--- src/rtl/m_writeback.sv ---
// rtl/m_writeback.sv - register file write-back arbiter: ALU path plus buffered long-unit results
// ALU results always win the write port; long-unit results queue in a small FIFO and drain when the ALU is idle.
module m_writeback #(
    parameter int FIFO_DEPTH = 4
) (
    input  logic                          i_clk,
    input  logic                          i_rst,
    input  logic                          i_alu_we,
    input  logic [4:0]                    i_alu_ad,
    input  logic [31:0]                   i_alu_wd,
    input  logic                          i_iss_valid,
    input  logic [4:0]                    i_iss_ad,
    input  logic                          i_lu_valid,
    input  logic [4:0]                    i_lu_ad,
    input  logic [31:0]                   i_lu_wd,
    output logic                          o_lu_ready,
    output logic                          o_we,
    output logic [4:0]                    o_aw,
    output logic [31:0]                   o_wd,
    output logic [31:0]                   o_pend,
    output logic [$clog2(FIFO_DEPTH):0]   o_cnt
);
    localparam int AW = $clog2(FIFO_DEPTH);
    localparam int CW = AW + 1;
    localparam logic [CW-1:0] FULL = CW'(FIFO_DEPTH);

    logic [4:0]    mem_ad [FIFO_DEPTH];
    logic [31:0]   mem_wd [FIFO_DEPTH];
    logic [AW-1:0] wr_ptr;
    logic [AW-1:0] rd_ptr;
    logic          alu_wr;
    logic          push;
    logic          pop;
    logic [31:0]   pend_next;

    // A full FIFO refuses new results even if a pop frees a slot this cycle.
    assign o_lu_ready = (o_cnt != FULL) && !i_rst;
    assign alu_wr     = i_alu_we && (i_alu_ad != 5'd0);
    assign push       = i_lu_valid && o_lu_ready && (i_lu_ad != 5'd0);
    assign pop        = !alu_wr && (o_cnt != '0);

    always_comb begin
        pend_next = o_pend;
        if (pop)
            pend_next[mem_ad[rd_ptr]] = 1'b0;
        // Applied after the clear so a same-cycle reissue keeps the bit set.
        if (i_iss_valid && (i_iss_ad != 5'd0))
            pend_next[i_iss_ad] = 1'b1;
        pend_next[0] = 1'b0;
    end

    always_ff @(posedge i_clk) begin
        if (push) begin
            mem_ad[wr_ptr] <= i_lu_ad;
            mem_wd[wr_ptr] <= i_lu_wd;
        end
    end

    always_ff @(posedge i_clk or posedge i_rst) begin
        if (i_rst) begin
            o_we   <= 1'b0;
            o_aw   <= 5'd0;
            o_wd   <= 32'd0;
            o_pend <= 32'd0;
            o_cnt  <= '0;
            wr_ptr <= '0;
            rd_ptr <= '0;
        end else begin
            o_pend <= pend_next;
            if (alu_wr) begin
                o_we <= 1'b1;
                o_aw <= i_alu_ad;
                o_wd <= i_alu_wd;
            end else if (pop) begin
                o_we <= 1'b1;
                o_aw <= mem_ad[rd_ptr];
                o_wd <= mem_wd[rd_ptr];
            end else begin
                o_we <= 1'b0;
            end
            if (push)
                wr_ptr <= wr_ptr + 1'b1;
            if (pop)
                rd_ptr <= rd_ptr + 1'b1;
            case ({push, pop})
                2'b10:   o_cnt <= o_cnt + 1'b1;
                2'b01:   o_cnt <= o_cnt - 1'b1;
                default: o_cnt <= o_cnt;
            endcase
        end
    end
endmodule
--- config.mk ---
export PLATFORM = sky130hd
export DESIGN_NAME = m_writeback
export DESIGN_NICKNAME = d
export VERILOG_FILES = /design/src/rtl/m_writeback.sv
export SDC_FILE = /design/constraint.sdc
export NUM_CORES = 1
export LEC_CHECK = 0
export CORE_ASPECT_RATIO = 1.5
export CORE_MARGIN = 2
export CORE_UTILIZATION = 30
export DETAILED_ROUTE_END_ITERATION = 8
export PLACE_DENSITY_LB_ADDON = 0.12
export SLEW_MARGIN = 20
export SYNTH_ARGS = -nofsm -noshare
export SYNTH_HDL_FRONTEND = slang
export SYNTH_SLANG_ARGS = --single-unit
--- constraint.sdc ---
create_clock -name i_clk -period 2.4 [get_ports i_clk]
set_input_delay 0.48 -clock i_clk [delete_from_list [all_inputs] [get_ports i_clk]]
set_output_delay 0.48 -clock i_clk [all_outputs]
set_load 0.005 [all_outputs]
### Word-level counts from Yosys, hierarchy flattened

Memories as Yosys holds them, arrays and structs flattened.
Index checks and enable logic that the tools add are counted.

| storage, ports and cells | value |
|---|---|
| register bits | 76 |
| memory bits (writable) | 148 |
| input port bits | 84 |
| output and inout bits | 74 |
| memories kept | 2 |

| cells by class | value |
|---|---|
| add/subtract/negate cells | 4 |
| magnitude comparators | 4 |
| equal/unequal tests | 3 |
| muxes and demuxes | 15 |
| bitwise gates (word level) | 3 |
| reduce and logical (&&, ||, !) cells | 16 |

Memory list:

| name | depth | width | rd ports | clocked after memory_dff | wr ports | RTL line | RTL |
|---|---|---|---|---|---|---|---|
| mem_wd | 4 | 32 | 1 | 0 | 1 | 28 | `logic [31:0] mem_wd [FIFO_DEPTH];` |
| mem_ad | 4 | 5 | 1 | 0 | 1 | 27 | `logic [4:0] mem_ad [FIFO_DEPTH];` |

Operators by type and width:

| operator | number |
|---|---|
| $mux 32 | 4 |
| $and 32x32->32 | 1 |
| $not 32->32 | 1 |
| $or 32x32->32 | 1 |
| $reduce_bool 5->1 | 3 |
| $lt 5x6->1 const B | 2 |
| $demux 1 s5 | 2 |
| $ge 5x1->1 const B | 2 |
| $mux 5 | 2 |
| $logic_and 1x1->1 | 8 |
| $mux 1 | 6 |
| $pmux 3 s2 | 1 |
| $add 2x1->2 const B | 2 |
| $reduce_bool 2->1 | 2 |
| $add 3x1->3 const B | 1 |
| $ne 3x3->1 const B | 1 |
| $reduce_bool 3->1 | 1 |
| $sub 3x1->3 const B | 1 |
| $eq 2x1->1 const B | 1 |
| $eq 2x2->1 const B | 1 |
| $logic_not 1->1 | 2 |

### Depth between registers and ports, before layout

An unclocked memory read counts as a cell.

| depth | value |
|---|---|
| depth in word-level cells | 10 |
| mapped depth | 10 |
| mapped depth without buffers | 10 |

### Worst setup path before layout

No wires, ideal clock.

| path | value |
|---|---|
| kind | input port to flip-flop |
| start point | in i_lu_ad[0] |
| end point | reg o_cnt[2] |
| setup time | 79 ps |
| data arrival time | 2285 ps |
| required time | 2321 ps |
| path slack | 36 ps |
| cell stages on the path | 9 |
| cells stage by stage | or4_1 o211a_1 inv_1 ha_1 inv_1 fa_1 xor2_1 nor2_1 xor2_1 |

| between the ends | value |
|---|---|
| longest elaborated chain between the ends | 4 |
| elaborated cells between the ends (all ways) | 6 |
| classes of those cells | eq/ne: 2; mux: 1; reduce/logical: 3 |

RTL lines:

| element | RTL line | RTL |
|---|---|---|
| from (decl) | 14 | `input logic [4:0] i_lu_ad,` |
| $reduce_bool 5->1 * | 39 | `assign push = i_lu_valid && o_lu_ready && (i_lu_ad != 5'd0);` |
| $logic_and 1x1->1 * | 39 |  |
| $eq 2x1->1 or $eq 2x2->1 (tied branches) | 85 | `case ({push, pop})` |
| $pmux 3 s2 or $reduce_bool 2->1 (tied branches) | n/a |  |
| to (signal assigned) | 86 | `2'b10: o_cnt <= o_cnt + 1'b1;` |
| to (signal assigned) | 87 | `2'b01: o_cnt <= o_cnt - 1'b1;` |
| to (signal assigned) | 88 | `default: o_cnt <= o_cnt;` |
| to (decl) | 21 | `output logic [$clog2(FIFO_DEPTH):0] o_cnt` |

Every way passes the cells marked *; elsewhere a longest branch is shown, timed or not.
A chain may end at the register's enable or synchronous reset.

### Worst setup path after layout

| path | value |
|---|---|
| start point | reg o_cnt[2] |
| end point | out o_lu_ready |

| between the ends | value |
|---|---|
| longest elaborated chain between the ends | 2 |

RTL lines:

| element | RTL line | RTL |
|---|---|---|
| $ne 3x3->1 | 37 | `assign o_lu_ready = (o_cnt != FULL) && !i_rst;` |
| $logic_and 1x1->1 | 37 |  |
| to (decl) | 16 | `output logic o_lu_ready,` |

Every way passes these cells.

==> results.yml <==
synthesis:
  yosysWarnings: 0
  ys_top_cells_by_count: "148 x edfxtp_1, 76 x dfrtp_1, 69 x nor2_1, 55 x a21oi_1, 38 x mux2i_1"
  syn_avg_cell_area_um2: 15.8
  syn_area_um2: 9160
  yosysTopAreaCell: "edfxtp_1"
  ys_ff_latch: 224
  synthDistinctLibCells: 47
  syn_nets: 668
  syn_inst: 578
  yosysTopAreaCellShare_pct: 48.5
  synthArstFlopShare_pct: 33.9
  synth_ff_type: "edfxtp_1"
  synth.most_common_cell: "edfxtp_1"
  synth_edf_count: 148
  synth_area_leaders: "edfxtp_1 49%, dfrtp_1 21%, mux4_2 8.9%"
  ys_seq_area_share_pct: 69.3
global_routing:
  grt_antenna_before_repair: 1
  grt_pass1_vias: 6210
  overflow: 0
  grt_pass1_wl_mm: 36.1
  grt_max_degree: 74
  grt_usage_pct: 14.8
setup_path:
  crit_chain: "a31oi_2 -> buf_4 -> clkdlybuf4s50_1"
  r2r_start: "o_cnt[2]"
  cp-end-kind: "output pin"
  crit_path_max_fanout: 4
  critPathArrivalTime_ps: 1820
  reg2reg_depth: 8
  cp.required_ps: 1920
  crit_type: "register to output pin"
  worstReg2RegEnd: "o_cnt[2]"
  cp_slowest_cell: "clkdlybuf4s50_1"
  cp-start-kind: "register"
  slowest_delay_ps: 490
  ff2ff_setup_slack_ps: 410
sta:
  hold-worst-slack_ps: 544
  fin_skew_ps: 7.32
  post-route-period-util_pct: 95.7
  finalMaxSlewViolations: 0
  max_freq_mhz: 435
  finalCriticalPeriod_ps: 2300
  worst_pin_slew_ps: 568
  setup_viol: 0
  tns_ps: 0
  hold_viol_final: 0
  slew_headroom_pct: 62.0
  rsz0062_at_grt: "no"
clock_tree:
  ctsLongestPathBuffers: 3
  htree_levels: 1
  clk_pin_slew_ps: 60
  cts_root_buffer: "clkbuf_16"
  cts.sink_count: 224
  cts_tree: "yes"
  cts_hold_buf: 0
  numCtsBuffers: 23
  insertion_delay_ps: 500
flow_run:
  maxCapViolCount: 0
detailed_routing:
  first_pass_iters: 5
  drtIter0Drc: 211
  wl_mm: 23.4
  ant_nets: 0
  wl_per_cell_um: 19.7
  drcViolationCount: 0
  via_count: 5650
  vias_per_cell: 4.75
cells_and_area:
  fillCellCount: 2777
  layout-drive-gt1-share_pct: 17.2
  nNetsFinal: 863
  stdcell_count: 1190
  post-route-util_pct: 40.5
  area_delta_synth_final_pct: 33.4
floorplanning:
  die_x_um: 147
  die_area_um2: 32000
  start_util_pct: 30.4
  die_h_um: 218
  num_rows: 78
  io_pins: 158
  core_area_um2: 30200
place:
  dp.cells: 1146
  port-buffer-count: 156
  hpwl_mm: 16.1
  gp_congestion: 0.815
status:
  run_status: "completed"
pwr:
  leakage_nw: 4.31
  ir_worst_vdd_uv: 445
  powerDensity_nw_per_um2: 1100
worst_hold_path:
  min_path_type: "input port to async pin"
==> per-layer routing <==
metal,global-route usage (%),vias to the layer above,routed length [um]
met3,2.57,43,1430
met4,5.37,2,743
met2,28.9,220,13000
met5,0,-,13
li1,-,2611,-
met1,15.7,2774,8200
==> sequential cells by signal, indices dropped and copies added (netlist names) <==
register and flops:
o_wd 32, o_pend 31, o_cnt 3, rd_ptr 2, wr_ptr 2, o_aw 5, mem_ad 20, mem_wd 128
o_we 1
==> what timing repair did <==
item	CTS	global route
endpoints found under the setup margin	1	1
setup buffers	1	1
gates resized for setup	2	1
pin swaps	0	1
==> power by group <==
part	leakage, nW	internal [mW]	total, mW	switching [mW]
clock network	0.331	1.87	3.30	1.43
registers	2.23	4.96	5.43	0.472
logic	1.75	2.52	4.65	2.13
==> worst max-delay path: cells and delay by family (launching register included) <==
family | cells | cell delay (ps)
buf+inv | 2 | 620
flops | 1 | 460
compound gates | 1 | 240
==> stage by stage <==
step	instance area, um^2	power, mW	setup WS (ps)
floorplan	9170	7.97	35.5
global placement	11500	10.2	-452
detailed placement	11500	10.3	-473
CTS	12200	13.6	47.4
global route	12200	14.2	19.8
finish	12200	13.4	103
==> cell type report <==
cell class | instances | area, um^2 | area share, %
flip-flops and latches | 224 | 6350 | 52.0
multi-input cells | 312 | 2620 | 21.4
repair buffers | 205 | 2040 | 16.7
clock buffers | 31 | 606 | 4.96
well taps | 400 | 500 | 4.10
clock inverters | 10 | 72.6 | 0.594
inverters | 7 | 30.0 | 0.246
diodes | 1 | 2.50 | 0.0205
==> worst max-delay path by stage <==
stage	startpoint	end	slack, ps	cells past startpoint
2_1_floorplan	i_lu_ad[0]	o_cnt[2]	40	9
3_3_place_gp	i_alu_ad[3]	o_cnt[2]	-450	9
3_5_place_dp	i_alu_ad[3]	o_cnt[2]	-470	9
4_1_cts	o_cnt[0]	o_lu_ready	50	4
5_1_grt	o_cnt[0]	o_lu_ready	20	4
6_report	o_cnt[2]	o_lu_ready	100	3
==> placed cells by master, fill, tap and decap left out, types with 4 or more instances in the layout <==
master,count
buf_4,40
ha_1,5
clkbuf_16,23
a31oi_1,35
clkinv_1,5
edfxtp_1,148
buf_12,9
a41oi_1,6
nor2b_1,8
dfrtp_1,73
clkbuf_1,8
mux4_2,36
nand2_1,11
mux2i_1,38
clkdlybuf4s50_1,156
inv_1,6
nor2_1,69
and3b_1,4
and2_2,4
a21oi_1,55
==> cells by family (layout without fill, tap and decap cells) <==
group                    Yosys count  count (layout)  share of synthesized area, %
flip-flops                       224             224                          69.3
AND/OR/NAND/NOR                  116             116                          6.19
AO/OA/AOI/OAI                    105             105                          7.10
multiplexers                      78              78                          13.5
buffers and inverters             42             253                          2.40
adder cells (fa/ha/maj)            6               6                         0.901
XOR/XNOR                           6               6                         0.574
other                              1               2                        0.0409
No activity file was read; power rests on OpenSTA's default activity.
